## config.mk

```make
export PLATFORM = sky130hd
export DESIGN_NAME = pipe_ctrl
export DESIGN_NICKNAME = d
export VERILOG_FILES = /design/src/rtl/pipe_ctrl.sv
export SDC_FILE = /design/constraint.sdc
export NUM_CORES = 1
export LEC_CHECK = 0
export ABC_AREA = 0
export ABC_CLOCK_PERIOD_IN_PS = 1580
export BUFFER_PORTS_ARGS = -buffer_cell sky130_fd_sc_hd__buf_2
export CAP_MARGIN = 40
export CORE_MARGIN = 2
export CORE_UTILIZATION = 31
export DETAILED_ROUTE_END_ITERATION = 12
export GPL_ROUTABILITY_DRIVEN = 0
export GPL_TIMING_DRIVEN = 0
export PLACE_DENSITY_LB_ADDON = 0.15
export SYNTH_ARGS = -nofsm -noshare
export SYNTH_HDL_FRONTEND = slang
export SYNTH_SLANG_ARGS = --single-unit
```

## constraint.sdc

```tcl
create_clock -name vclk -period 1.58
set_input_delay 0.395 -clock vclk [all_inputs]
set_output_delay 0.395 -clock vclk [all_outputs]
set_load 0.005 [all_outputs]
```

## src/rtl/pipe_ctrl.sv

```systemverilog
// Pipeline stall/flush controller and exception redirect unit.
// Define PIPE_CTRL_EXC_DRAIN_EN to hold exceptions until the data bus drains.
module pipe_ctrl #(
    parameter int unsigned NSTAGE      = 5,
    parameter int unsigned DRAIN_TO    = 255,
    parameter logic [31:0] NORMAL_BASE = 32'h8000_0000,
    parameter logic [31:0] BOOT_BASE   = 32'hBFC0_0200
) (
    input  logic              clk,
    input  logic              rst,
    input  logic [NSTAGE-1:0] streq,
    input  logic [NSTAGE-1:0] stage_null,
    input  logic              exc_flag,
    input  logic [1:0]        exc_class,
    input  logic              bev,
    input  logic              exl,
    input  logic              erl,
    input  logic              iv,
    input  logic [31:0]       epc,
    input  logic [31:0]       errorepc,
    input  logic              bus_busy,
    output logic [NSTAGE-1:0] stall,
    output logic [NSTAGE-1:0] flush,
    output logic [31:0]       flush_pc,
    output logic              drain_timeout
);

    logic [31:0]       base;
    logic [31:0]       target;
    logic [NSTAGE-1:0] chain_stall;
    logic [NSTAGE-1:0] chain_flush;

    always_comb begin
        base = bev ? BOOT_BASE : NORMAL_BASE;
        case (exc_class)
            2'd1:    target = iv ? base + 32'h200 : base + 32'h180;
            2'd2:    target = exl ? base + 32'h180 : base;
            2'd3:    target = erl ? errorepc : epc;
            default: target = base + 32'h180;
        endcase
    end

    // A stall propagates upstream until it meets a bubble; IF always follows ID.
    always_comb begin
        chain_stall = '0;
        chain_stall[NSTAGE-1] = streq[NSTAGE-1];
        for (int i = NSTAGE - 2; i >= 1; i--) begin
            chain_stall[i] = streq[i] | (chain_stall[i+1] & ~stage_null[i]);
        end
        chain_stall[0] = streq[0] | chain_stall[1];
        chain_flush = '0;
        for (int i = 1; i < NSTAGE; i++) begin
            chain_flush[i] = chain_stall[i-1] & ~chain_stall[i];
        end
    end

    logic unused_null;
    assign unused_null = stage_null[0] ^ stage_null[NSTAGE-1];

`ifdef PIPE_CTRL_EXC_DRAIN_EN
    typedef enum logic [1:0] {StRun, StDrain, StRedir} state_e;

    localparam logic [8:0] DrainLim = 9'(DRAIN_TO);

    state_e      state_q, state_d;
    logic [31:0] tgt_q, tgt_d;
    logic [7:0]  cnt_q, cnt_d;
    logic        to_q, to_d;
    logic [8:0]  cnt_inc;

    always_ff @(posedge clk) begin
        if (rst) begin
            state_q <= StRun;
            tgt_q   <= '0;
            cnt_q   <= '0;
            to_q    <= 1'b0;
        end else begin
            state_q <= state_d;
            tgt_q   <= tgt_d;
            cnt_q   <= cnt_d;
            to_q    <= to_d;
        end
    end

    always_comb begin
        state_d       = state_q;
        tgt_d         = tgt_q;
        cnt_d         = cnt_q;
        to_d          = to_q;
        stall         = chain_stall;
        flush         = chain_flush;
        flush_pc      = '0;
        drain_timeout = 1'b0;
        cnt_inc       = {1'b0, cnt_q} + 9'd1;

        case (state_q)
            StRun: begin
                if (exc_flag) begin
                    if (bus_busy) begin
                        stall   = '1;
                        flush   = '0;
                        tgt_d   = target;
                        cnt_d   = '0;
                        to_d    = 1'b0;
                        state_d = StDrain;
                    end else begin
                        stall    = '0;
                        flush    = '1;
                        flush_pc = target;
                    end
                end
            end
            StDrain: begin
                stall = '1;
                flush = '0;
                // Saturate so the counter can never wrap while draining.
                cnt_d = (cnt_inc >= DrainLim) ? DrainLim[7:0] : cnt_inc[7:0];
                if (!bus_busy) begin
                    state_d = StRedir;
                    to_d    = 1'b0;
                end else if (cnt_inc >= DrainLim) begin
                    state_d = StRedir;
                    to_d    = 1'b1;
                end
            end
            StRedir: begin
                stall         = '0;
                flush         = '1;
                flush_pc      = tgt_q;
                drain_timeout = to_q;
                state_d       = StRun;
            end
            default: state_d = StRun;
        endcase

        if (rst) begin
            stall         = '0;
            flush         = '0;
            flush_pc      = '0;
            drain_timeout = 1'b0;
        end
    end
`else
    always_comb begin
        stall    = chain_stall;
        flush    = chain_flush;
        flush_pc = '0;
        if (exc_flag) begin
            stall    = '0;
            flush    = '1;
            flush_pc = target;
        end
        if (rst) begin
            stall    = '0;
            flush    = '0;
            flush_pc = '0;
        end
    end

    assign drain_timeout = 1'b0;

    logic unused_cfg;
    assign unused_cfg = clk ^ bus_busy ^ (DRAIN_TO == 0);
`endif

endmodule

```

# Word-level counts from Yosys, hierarchy flattened
# Index checks and enable logic that the tools add are counted.
# classes
n_addsub	2
n_eq_ne	3
muxes	11
bitwise	18
# op_table
cell	count
$mux W32	5
$pmux W32 S3	1
$add A32 B10 Y32 const B	1
$add A32 B9 Y32 const B	1
$mux W30	1
$mux W5	4
$and A1 B1 Y1	7
$not A1 Y1	7
$eq A2 B2 Y1 const B	2
$or A1 B1 Y1	4
$eq A2 B1 Y1 const B	1
# word_totals
regBits	0
in_bits	84

# Depth between registers and ports, before layout
# Gate-level depths: netlist (run 1).
# depth
ltp_word	11
ltp_mapped	6

# Worst setup path after synthesis (run 1)
# Ideal clock, no wire load.
# synth_timing
path_kind	in2out
start	input erl
end	output flush_pc[26]
arrival_ns	1.111
required_time_ns	1.185
path_slack_ns	0.074
cell_stages	5
cell_sequence	buf_4 > buf_6 > mux2_2 > nand2_1 > a21oi_1
# synth_between
elab_chain_len	4
# synth_lines
element	line	text
from (decl)	17	input logic erl,
$mux W32	38	2'd3: target = erl ? errorepc : epc;
$pmux W32 S3	35	case (exc_class)
$mux W32	148	if (exc_flag) begin
$mux W32	153	if (rst) begin
to (decl)	24	output logic [31:0] flush_pc,
# Every way passes these cells.

# Final worst setup path (run 1)
# layout_timing
start	input exc_class[0]
end	output flush_pc[29]
# layout_between
elab_chain_len	4
elab_cells_between_ends	6
cone_classes	eq/ne: 3; mux: 3
# layout_lines
element	line	text
from (decl)	14	input logic [1:0] exc_class,
$eq A2 B2 Y1 or $eq A2 B1 Y1 (tied branches)	35	
$pmux W32 S3 *	35	
$mux W32 *	148	
$mux W32 *	153	
# Every way passes the cells marked *; elsewhere a longest branch is shown, timed or not.

==> run metrics, run 1 <==
Synth cell types 33; post-synthesis sequential area ratio 0%; first-pass GRT wire length 5570 µm; initial drt markers 67; Synth area leader mux2i_1; Initial Util 31.9%; Antenna Diode Count 0; routed len/inst 15.1 µm; most frequent cells in the layout buf_2, nor2_1, mux2i_1; min Tclk post-route 1.63 ns; IO Count 127; vias per cell 5.00; Hold WC Path Type input port to primary output; Antenna Nets Post-Route 0; Final setup viols 14; Sequential cell area 0 µm²; design area 2050 µm²; Avg Cell Area, Syn 7.15 µm²; part of the cycle the worst path needs 103%; Die Y 56.8 µm; Synth Instances 121; Die Width 56.8 µm; seq_cells 0; final setup margin -0.0490 ns; Port-buffer cells 121; P&R area growth vs syn 137%; mapped cell area 865 µm²; leakage power 0.00111 µW; Die Area 3230 µm²; Pwr per Cell Area 251 nW/µm²; dpl cells 273; CP Capture Type primary output; pin count of the biggest net entering global routing 11; global route total overflow 0; top cells by area, synth mux2i_1, mux2_2, nor2_1; Net Count, Synth 206; status finished, violations left; vias in the first global route 1,247; Max Fanout on Critical Path 7; Cell Area, Placed 1510 µm²; share of layout cells above drive strength 1 76.4%; Clock Buffer Count 0; unrepaired setup endpoints after global routing yes; cts hold-fix bufs 0; total of max-cap violations 0; FMAX 614 MHz; Worst setup SP type input port; Setup WS pre-CTS -0.278 ns; residual DRC count 0; Synthesis Warnings 0; failing checks setup timing; DR vias 1,444; Data arrival, critical path 1.23 ns; DP HPWL 2690 µm; initial antenna violation count 0; most common cell after layout, fill and taps aside buf_2; worst vdd ir 0.000183 V; top-area cell type share of the netlist area 27.8%; critical path class input port to primary output; Global Route Usage Sum 20.5%; worst hold slack 1.05 ns; total wire length 4380 µm; Setup TNS -0.333 ns; required time worst endpoint 1.18 ns; nets 345; post-route insts no fill 289; Hold Violations, Final 0; core area 2710 µm²; Core Rows 19; first drt pass iteration count 4; Final Max Tran Viols 0
-- layout make-up --
cell class / instances / area, µm²
Timing Repair Buffer: 138 / 893
Buffer: 7 / 109
Tap cell: 31 / 38.8
Fill cell: 206 / 663
Multi-Input combinational cell: 105 / 966
Inverter: 8 / 40.0
-- critical path: stages --
cell	delay (ns)
buf_8	0.10
buf_4	0.13
o31ai_4	0.38
a21oi_1	0.07
buf_2	0.15
-- synth_stat cells --
cell and number:
buf_6 4, nor2_2 1, nor3b_2 1, nand2_2 1, mux2i_1 24, buf_4 2, mux2_2 8, buf_8 2
a21boi_0 2, o31ai_1 1, ha_1 1, nor2b_1 1, a31oi_1 1, o31ai_2 1, o21ai_2 1, conb_1 1
nand2_1 8, and3_1 1, and2_1 1, nor2_1 23, a31o_2 1, nor3_1 4, inv_6 1, nand3b_1 1
inv_1 7, a21oi_1 14, o311ai_0 1, a211oi_1 2, or2b_1 1, o21a_1 1, and2b_1 1, nand2_8 1
a41o_1 1
-- layer usage --
metal | global-route usage (%) | routed length, µm | vias to the layer above
met2 | 41.9 | 2540 | 62
met1 | 23.8 | 1530 | 672
met4 | 0 | 19 | 0
met3 | 2.07 | 287 | 2
met5 | 0 | 0 | -
li1 | - | - | 708
-- through the flow --
step	total power, µW	util [%]
after floorplan	175	-
after global placement	334	55.7
after detailed placement	337	55.7
after CTS	432	68.1
after global routing	548	75.5
final	514	75.5
-- kinds of logic after synthesis --
| logic type | count (synthesis) | synth area share, % |
|---|---|---|
| AND/OR/NAND/NOR | 45 | 25.8 |
| multiplexers | 32 | 38.2 |
| AO/OA/AOI/OAI | 26 | 19.7 |
| buffers and inverters | 16 | 14.5 |
| adder cells (fa/ha/maj) | 1 | 1.45 |
| other | 1 | 0.434 |
-- path summary, 6_finish.rpt --
check | start | end | slack, ns | depth (start not counted)
min | rst | flush[4] | 1.05 | 3
max | exc_class[0] | flush_pc[29] | -0.05 | 5
-- what timing repair did --
item	4_1_cts	5_1_grt
setup buffers	10	2
cloned	4	1
pin swaps	9	13
setup endpoints to repair	36	34
gates resized for setup	39	43
-- report_power, final --
group	internal, µW	total (µW)	switching (µW)
Sequential	0	0	0
Combinational	295	514	220
Clock	0	0	0
Total	295	514	220
Power figures use the tool's default switching activity.
==> run 2: changes to the inputs <==
--- a/config.mk
+++ b/config.mk
@@ -5,12 +5,12 @@
 export SDC_FILE = /design/constraint.sdc
 export NUM_CORES = 1
 export LEC_CHECK = 0
-export ABC_AREA = 0
+export ABC_AREA = 1
 export ABC_CLOCK_PERIOD_IN_PS = 1580
 export BUFFER_PORTS_ARGS = -buffer_cell sky130_fd_sc_hd__buf_2
 export CAP_MARGIN = 40
 export CORE_MARGIN = 2
-export CORE_UTILIZATION = 31
+export CORE_UTILIZATION = 32
 export DETAILED_ROUTE_END_ITERATION = 12
 export GPL_ROUTABILITY_DRIVEN = 0
 export GPL_TIMING_DRIVEN = 0
==> run 2 against run 1 <==
The run still ends with setup timing left. Final cell count rose by 19%. Worst hold slack got worse by 0.0094 ns. Worst setup slack improved by 0.035 ns. Global-route usage rose by 0.46 points. Flip-flop and latch count did not move. Critical path type unchanged. Largest cell class unchanged.
==> run metrics, run 2 <==
Global Route Usage Sum 20.9%; pin count of the biggest net entering global routing 11; Commonest cells post-synth nand2_1, a21oi_1, nor2_1; Avg Cell Area, Syn 4.83 µm²; Die Width 56.1 µm; ordered cell list for the critical path buf_12 -> nor2_8 -> nand2_8 -> buf_12 -> a21oi_2 -> buf_2; Antenna Diode Count 0; most common cell after layout, fill and taps aside buf_2; CP Capture Type primary output; design area 1850 µm²; Synth cell types 22; Worst setup SP type input port; Core Rows 18; Die Area 3150 µm²; total of max-cap violations 0; total wire length 3800 µm; cts hold-fix bufs 0; FMAX 627 MHz; Net Count, Synth 265; leakage power 0.00113 µW; mapped cell area 870 µm²; CP Buf/Inv Count 3; Final Max Tran Viols 0; met1 wire length 1520 µm; nets 400; share of layout cells above drive strength 1 58.1%; Port-buffer cells 120; Synthesis Warnings 0; largest family of logic cells by synthesized area simple AND/OR/NAND/NOR gates; Overall Power 426 µW; initial antenna violation count 0; first-pass GRT wire length 5740 µm; DR WL met3 275 µm; unrepaired setup endpoints after global routing yes; Synth area leader nand2_1; CP dominant cell by count buf_12; Pwr per Cell Area 231 nW/µm²; critical path class input port to primary output; P&R area growth vs syn 112%; worst vdd ir 0.000189 V; vias in the first global route 1,445; initial drt markers 55; Compound-Gate Fraction of Synth Area 29.9%; seq_cells 0; Hold Path Origin rst; Post-Synth Adder-Cell Area 1.44%; final setup margin -0.0136 ns; DR vias 1,570; Clock Buffer Count 0; top cells by area, synth nand2_1, a21oi_1, a21oi_2; CP max stage cell nor2_8; Sequential cell area 0 µm²; Hold Path Sink flush_pc[10]; delay-heaviest family, CP buffers and inverters; met2 WL 1970 µm; DP HPWL 2890 µm; count leader, synth nand2_1; Final setup viols 3; Die Y 56.1 µm; Hold WC Path Type input port to primary output; Min-Delay Path Depth 3; required time worst endpoint 1.18 ns; min Tclk post-route 1.59 ns; Worst path max stage delay 0.19 ns; part of the cycle the worst path needs 101%; post-synthesis simple-gate area fraction 51.1%; failing checks setup timing; top-area cell type share of the netlist area 35.4%; post-synthesis xor/xnor area fraction 0%; vias per cell 4.58; Antenna Nets Post-Route 0; Initial Util 34.5%; post-synthesis sequential area ratio 0%; Synth Instances 180; Max Fanout on Critical Path 6; Hold Violations, Final 0; highest routed layer met4; most frequent cells in the layout buf_2, nand2_1, nor2_1; routed len/inst 11.1 µm; global route total overflow 0; first drt pass iteration count 4; Data arrival, critical path 1.20 ns; Cell Area, Placed 1510 µm²; residual DRC count 0; IO Count 127; core area 2520 µm²; status finished, violations left; crit path from rst; multiplexer area fraction after synthesis 0%
-- run 2: what timing repair did --
action / in CTS / in global routing
cloned: 1 / 4
buffers inserted: 3 / 5
endpoints found under the setup margin: 17 / 37
resized for setup: 10 / 44
pin swaps: 2 / 10
-- run 2: power breakdown --
part,switching [µW],internal (µW)
Sequential,0,0
Clock,0,0
Combinational,211,216
-- run 2: worst max path at each step --
stage | end | slack [ns] | depth (start not counted)
6_report | flush_pc[30] | -0.01 | 6
5_1_grt | flush_pc[7] | -0.06 | 6
4_1_cts | flush_pc[30] | 0.0009 | 7
3_5_place_dp | flush_pc[30] | -0.06 | 7
3_3_place_gp | flush_pc[14] | -0.07 | 7
2_1_floorplan | flush_pc[13] | 0.18 | 5
-- run 2: per-layer routing --
layer  vias up  global-route usage, %
met5         -                      0
met3         4                   2.33
met1       655                   23.9
li1        838                      -
met4         0                   2.04
met2        73                   42.0
-- run 2: metrics by stage --
| stage | worst slack [ns] | utilization (%) | std cells | hold slack (ns) | TNS (ns) |
|---|---|---|---|---|---|
| after global routing | -0.0593 | 73.2 | 343 | 1.05 | -0.730 |
| after global placement | -0.0654 | 59.8 | 330 | 1.07 | -0.708 |
| final | -0.0136 | 73.2 | 343 | 1.04 | -0.0281 |
| after floorplan | 0.180 | - | 180 | 0.852 | 0 |
| after detailed placement | -0.0621 | 59.8 | 330 | 1.07 | -0.709 |
| after CTS | 0.000868 | 62.9 | 334 | 1.07 | 0 |
-- run 2: kinds of logic (layout without fill, tap and decap cells) --
logic type | count (synthesis) | after routing
and+or+nand+nor | 109 | 111
other | 1 | 1
buffers and inverters | 27 | 158
AOI/OAI and AO/OA | 42 | 42
adders and majority gates | 1 | 1
-- run 2: layout make-up --
cell class / instances / area (µm²)
Timing Repair inverter: 1 / 8.76
Tap cell: 30 / 37.5
Multi-Input combinational cell: 155 / 831
Fill cell: 250 / 676
Buffer: 10 / 120
Timing Repair Buffer: 130 / 754
Inverter: 17 / 95.1
